$ cat config.mk
export PLATFORM = sky130hd
export DESIGN_NAME = tune_loader
export DESIGN_NICKNAME = d
export VERILOG_FILES = /design/src/rtl/tune_pkg.sv /design/src/rtl/spi_frame_rx.sv /design/src/rtl/tune_loader.sv
export SDC_FILE = /design/constraint.sdc
export NUM_CORES = 1
export LEC_CHECK = 0
export CAP_MARGIN = 20
export CELL_PAD_IN_SITES_DETAIL_PLACEMENT = 1
export CELL_PAD_IN_SITES_GLOBAL_PLACEMENT = 1
export CORE_UTILIZATION = 43
export DETAILED_ROUTE_END_ITERATION = 6
export PLACE_DENSITY_LB_ADDON = 0.1
export SLEW_MARGIN = 10
export SYNTH_ARGS = -nofsm -noshare
export SYNTH_HDL_FRONTEND = slang
export SYNTH_SLANG_ARGS = --single-unit
$ cat constraint.sdc
create_clock -name clk -period 3.02 [get_ports clk]
set_clock_uncertainty 0.1 [all_clocks]
set_input_delay 0.453 -clock clk [delete_from_list [all_inputs] [get_ports clk]]
set_output_delay 0.453 -clock clk [all_outputs]
set_load 0.02 [all_outputs]
$ cat src/rtl/tune_pkg.sv
// Shared constants and types for the tune phrase loader.
// Phrase layout: freq0,dur0,...,freq3,dur3,repThreshold, MSB first.
package tune_pkg;

    localparam int NOTES      = 4;
    localparam int FIELD_W    = 32;
    localparam int REP_W      = 8;
    localparam int FRAME_BITS = NOTES * 2 * FIELD_W + REP_W;

    typedef enum logic [2:0] {
        IDLE,
        LOAD,
        START,
        WAIT_BUSY,
        PLAYING
    } loader_state_t;

    function automatic logic [FIELD_W-1:0] freq_field(
        input logic [FRAME_BITS-1:0] frame,
        input int n
    );
        return frame[FRAME_BITS-1-2*n*FIELD_W -: FIELD_W];
    endfunction

    function automatic logic [FIELD_W-1:0] dur_field(
        input logic [FRAME_BITS-1:0] frame,
        input int n
    );
        return frame[FRAME_BITS-1-(2*n+1)*FIELD_W -: FIELD_W];
    endfunction

endpackage

$ cat src/rtl/spi_frame_rx.sv
// Oversampled SPI receiver: synchronisers, edge detect, shadow
// shift register and saturating bit counter for one phrase frame.
module spi_frame_rx
    import tune_pkg::*;
(
    input  logic                  clk,
    input  logic                  reset,
    input  logic                  sck,
    input  logic                  sdi,
    input  logic                  load,
    input  logic                  hold,
    output logic [FRAME_BITS-1:0] frame,
    output logic                  frameValid,
    output logic                  frameBad,
    output logic                  frameStale
);

    localparam logic [8:0] FULL = 9'(FRAME_BITS);
    localparam logic [8:0] SAT  = 9'(FRAME_BITS + 1);

    logic [2:0] sck_q;
    logic [1:0] sdi_q;
    logic [2:0] load_q;
    logic [1:0] live;
    logic       armed;
    logic       in_frame;
    logic       stale;
    logic [8:0] count;

    logic sck_rise;
    logic load_rise;
    logic load_fall;
    logic shift_en;
    logic at_full;

    assign sck_rise  = sck_q[1] & ~sck_q[2];
    assign load_rise = load_q[1] & ~load_q[2] & armed;
    assign load_fall = ~load_q[1] & load_q[2] & in_frame;
    assign shift_en  = sck_rise & load_q[1] & in_frame;
    assign at_full   = (count == FULL);

    assign frameValid = load_fall & at_full & ~stale;
    assign frameStale = load_fall & at_full & stale;
    assign frameBad   = load_fall & ~at_full;

    // A frame already in flight when reset releases is ignored:
    // only a load rise seen after a synced low arms the receiver.
    always_ff @(posedge clk) begin
        if (reset) begin
            sck_q    <= '0;
            sdi_q    <= '0;
            load_q   <= '0;
            live     <= '0;
            armed    <= 1'b0;
            in_frame <= 1'b0;
            stale    <= 1'b0;
            count    <= '0;
            frame    <= '0;
        end else begin
            sck_q  <= {sck_q[1:0], sck};
            sdi_q  <= {sdi_q[0], sdi};
            load_q <= {load_q[1:0], load};
            live   <= {live[0], 1'b1};
            if (live[1] && !load_q[1]) begin
                armed <= 1'b1;
            end
            if (load_rise) begin
                in_frame <= 1'b1;
                count    <= '0;
                stale    <= 1'b0;
            end else if (load_fall) begin
                in_frame <= 1'b0;
            end
            if (shift_en) begin
                if (count != SAT) begin
                    count <= count + 9'd1;
                end
                if (hold) begin
                    stale <= 1'b1;
                end else begin
                    frame <= {frame[FRAME_BITS-2:0], sdi_q[1]};
                end
            end
        end
    end

endmodule

$ cat src/rtl/tune_loader.sv
// Phrase loader for tune: receives SPI frames, queues one phrase
// and starts it only when tune is not already playing.
module tune_loader
    import tune_pkg::*;
#(
    parameter int unsigned WAIT_TIMEOUT = 64
) (
    input  logic        clk,
    input  logic        reset,
    input  logic        sck,
    input  logic        sdi,
    input  logic        load,
    input  logic        makingMusic,
    output logic [31:0] freq0,
    output logic [31:0] freq1,
    output logic [31:0] freq2,
    output logic [31:0] freq3,
    output logic [31:0] dur0,
    output logic [31:0] dur1,
    output logic [31:0] dur2,
    output logic [31:0] dur3,
    output logic [7:0]  repThreshold,
    output logic        start,
    output logic        busy,
    output logic        frameErr,
    output logic        dropped
);

    localparam int WW = $clog2(WAIT_TIMEOUT + 1);
    localparam logic [WW-1:0] WAIT_LAST = WW'(WAIT_TIMEOUT - 1);

    logic [FRAME_BITS-1:0] frame;
    logic                  frame_valid;
    logic                  frame_bad;
    logic                  frame_stale;
    logic                  pending;
    loader_state_t         state;
    logic [WW-1:0]         wait_cnt;

    spi_frame_rx rx (
        .clk        (clk),
        .reset      (reset),
        .sck        (sck),
        .sdi        (sdi),
        .load       (load),
        .hold       (pending),
        .frame      (frame),
        .frameValid (frame_valid),
        .frameBad   (frame_bad),
        .frameStale (frame_stale)
    );

    assign busy  = (state != IDLE);
    assign start = (state == START);

    always_ff @(posedge clk) begin
        if (reset) begin
            state        <= IDLE;
            pending      <= 1'b0;
            wait_cnt     <= '0;
            frameErr     <= 1'b0;
            dropped      <= 1'b0;
            freq0        <= '0;
            freq1        <= '0;
            freq2        <= '0;
            freq3        <= '0;
            dur0         <= '0;
            dur1         <= '0;
            dur2         <= '0;
            dur3         <= '0;
            repThreshold <= '0;
        end else begin
            frameErr <= frame_bad;
            // Stale frames lost bits while the shadow was frozen.
            dropped  <= frame_stale | (frame_valid & pending);
            if (state == LOAD) begin
                pending <= 1'b0;
            end else if (frame_valid && !pending) begin
                pending <= 1'b1;
            end
            unique case (state)
                IDLE: begin
                    if ((pending || frame_valid) && !makingMusic) begin
                        state <= LOAD;
                    end
                end
                LOAD: begin
                    freq0        <= freq_field(frame, 0);
                    freq1        <= freq_field(frame, 1);
                    freq2        <= freq_field(frame, 2);
                    freq3        <= freq_field(frame, 3);
                    dur0         <= dur_field(frame, 0);
                    dur1         <= dur_field(frame, 1);
                    dur2         <= dur_field(frame, 2);
                    dur3         <= dur_field(frame, 3);
                    repThreshold <= frame[REP_W-1:0];
                    state        <= START;
                end
                START: begin
                    wait_cnt <= '0;
                    state    <= WAIT_BUSY;
                end
                WAIT_BUSY: begin
                    if (makingMusic) begin
                        state <= PLAYING;
                    end else if (wait_cnt == WAIT_LAST) begin
                        state <= IDLE;
                    end else begin
                        wait_cnt <= wait_cnt + 1'b1;
                    end
                end
                PLAYING: begin
                    if (!makingMusic) begin
                        state <= IDLE;
                    end
                end
                default: state <= IDLE;
            endcase
        end
    end

endmodule

==> flow_summary.json <==
{
  "first_global_vias": 16900,
  "cts_resized": 0,
  "vias_per_cell": 5.10,
  "grt_start_max_net_pins": 177,
  "vias": 16600,
  "ir_drop_uv": 465,
  "synth-edff-count": 0,
  "globalplace.congestion": 0.769,
  "ys_ff_latch": 563,
  "antenna_found_initial": 0,
  "synth_top_cell_area_share": 0.581,
  "clkLatencyLatePin_ps": 610,
  "synth_top_cell_by_area": "dfxtp_1",
  "comb_power_share": 0.010,
  "setup-tns-final_ps": 0,
  "cp_max_fo": 9,
  "synthDistinctLibCells": 42,
  "cp-start-kind": "flip-flop",
  "ant_nets": 0,
  "use_met3": 0.0448,
  "final_cell_mix": "nand2_1 (1065), dfxtp_1 (563), a21oi_1 (539)",
  "period_needed_ps": 2690,
  "dp_hpwl_um": 32400,
  "n_antenna_cell": 0,
  "tritoncts": "built",
  "synth-warning-count": 0,
  "ys.flop_type": "dfxtp_1",
  "die_w_um": 214,
  "rows": 77,
  "syn-cell-area_um2": 19400,
  "holdWs_ps": 257,
  "syn_inst": 2445,
  "postCtsSetupRepairBufs": 0,
  "arrival_ps": 2140,
  "clock_sinks": 563,
  "internal_power_w": 0.0124,
  "end_kind": "primary output",
  "dr.first_iter.drc_count": 888,
  "synth_nets": 2455,
  "setup_viol": 0,
  "die-area_um2": 46000,
  "grt_use_met1": 0.286,
  "initial_core_util": 0.438,
  "place_area_um2": 22400,
  "slew_headroom": 0.297,
  "grt_busiest_layer": "met2",
  "drc": 0,
  "totalWireLength_um": 53900,
  "clockBufferDepth": 3,
  "async_reset_ff_frac": 0,
  "port_buffers": 273,
  "drive_gt1_frac": 0.0487,
  "design_area_um2": 24600,
  "switching_share": 0.199,
  "crit_slowest_cell": "clkdlybuf4s50_1",
  "coreArea_um2": 44300,
  "p_switching_w": 0.00307,
  "synth.area.top_cells": "dfxtp_1 (58%), nand2_1 (21%), a21oi_1 (14%), buf_2 (2.1%), clkbuf_1 (1.6%)",
  "root_buffer": "clkbuf_16",
  "worst_slew_pin_slew_ps": 1050,
  "final-seq-area_um2": 11300,
  "finalHoldViolCount": 0,
  "num-fill-cells": 5280,
  "p_leak_nw": 7.87,
  "seq_power_share": 0.481,
  "power_density_nw_per_um2": 628,
  "place_inst": 3154,
  "fmax_ghz": 0.372,
  "final_cells": 3262,
  "seq_area_frac_synth": 0.581,
  "cts_max_level": 2,
  "grt_pass1_wl_um": 87500,
  "ctsHoldBuffers": 0,
  "avgSynthCellArea_um2": 7.93,
  "power.share.clock": 0.508,
  "rsz0062_at_grt": "false",
  "path_clk_slew_ps": 60,
  "use_met2": 0.405,
  "die_y_um": 214,
  "finalCritPeriodShare": 0.891,
  "slew_viol_final": 0,
  "track_usage": 0.230,
  "worstPathCellList": "nor3b_1, clkdlybuf4s50_1",
  "final_common_cell": "nand2_1",
  "cp_slowest_stage_delay_ps": 680,
  "gr-total-overflow": 0,
  "fin_nets": 2632,
  "drtPass1Iterations": 5,
  "pin_count": 274,
  "cp.required_ps": 2470,
  "maxCapViolCount": 0,
  "min-delay-path-class": "in2reg",
  "critPathKind": "reg2out",
  "cts_buffers": 58,
  "wire_per_inst_um": 16.5,
  "area_growth_pct": 26.7,
  "status": "complete, no violations",
  "multi_input_area_um2": 7340
}
synth_stat cells, drive strengths merged, types with 2 or more instances:
cell    count
nand2    1065
dfxtp     563
a21oi     539
buf        96
clkbuf     83
nor2       17
inv         8
nor2b       8
nor3        7
nand3       6
xnor2       6
or3         5
ha          4
o21ai       4
nand3b      3
o31ai       3
or4         3
a31oi       2
nand4       2
nand4b      2
nor3b       2
or2         2
metrics by stage:
| stage | setup slack (ps) | total power (W) | utilization |
|---|---|---|---|
| 2_1_floorplan | 1410 | 0.00771 | - |
| 3_3_place_gp | 1020 | 0.00776 | 0.506 |
| 3_5_place_dp | 914 | 0.00776 | 0.506 |
| 4_1_cts | 278 | 0.0156 | 0.555 |
| 5_1_grt | 207 | 0.0159 | 0.555 |
| 6_report | 329 | 0.0154 | 0.555 |
worst max-delay path, delay by kind of cell, from the launching register on:
kind,cells,cell delay [ps]
buffers and inverters,1,680
AND/OR/NAND/NOR,1,350
flip-flops,1,500
cell type report:
cell class	count	area share
clock inverter	20	0.0143
multi-input combinational	1695	0.299
clock buffer	88	0.0727
inverter	8	0.00122
tap	592	0.0301
timing repair buffer	296	0.125
sequential	563	0.459
final timing paths:
kind | to | depth (start not counted) | startpoint | slack [ps]
worst min-delay path | freq2[16]$_SDFFE_PP0N_ | 2 | reset | 260
worst max-delay path | start | 2 | state[1]$_SDFFE_PP0P_ | 330
worst max register to register | rx.frame[190]$_SDFFE_PP0P_ | 5 | rx.load_q[1]$_SDFF_PP0_ | 720
worst min register to register | rx.sck_q[1]$_SDFF_PP0_ | 1 | rx.sck_q[0]$_SDFF_PP0_ | 340
routing by layer:
layer	up-vias	wire length, µm
li1	8222	-
met1	8047	23500
met2	276	27000
met3	81	2300
met4	0	1160
met5	-	0
logic make-up (layout without fill, tap and decap cells):
logic type / after synthesis / after routing / synth area share
flip-flops: 563 / 563 / 0.581
XOR/XNOR: 7 / 7 / 0.00316
AO/OA/AOI/OAI: 552 / 552 / 0.144
buffers and inverters: 187 / 412 / 0.0416
AND/OR/NAND/NOR: 1131 / 1131 / 0.227
adder cells (fa/ha/maj): 4 / 4 / 0.00258
multiplexers: 1 / 1 / 0.000516
power by group through the flow:
stage               clock, W  sequential (W)  combinational (W)
detailed placement         0         0.00760           0.000160
CTS                  0.00803         0.00744           0.000160
global placement           0         0.00760           0.000158
floorplan                  0         0.00760           0.000109
global route         0.00833         0.00743           0.000173
finish               0.00785         0.00744           0.000158
state kept, by name, summed over array words and instances (netlist names), 7 cells and up:
name / count
repThreshold: 8
dur1: 32
dur0: 32
freq3: 32
rx.count: 9
dur2: 32
wait_cnt: 7
dur3: 32
freq1: 32
freq2: 32
freq0: 32
rx.frame: 264
No activity file was read; power rests on OpenSTA's default activity.
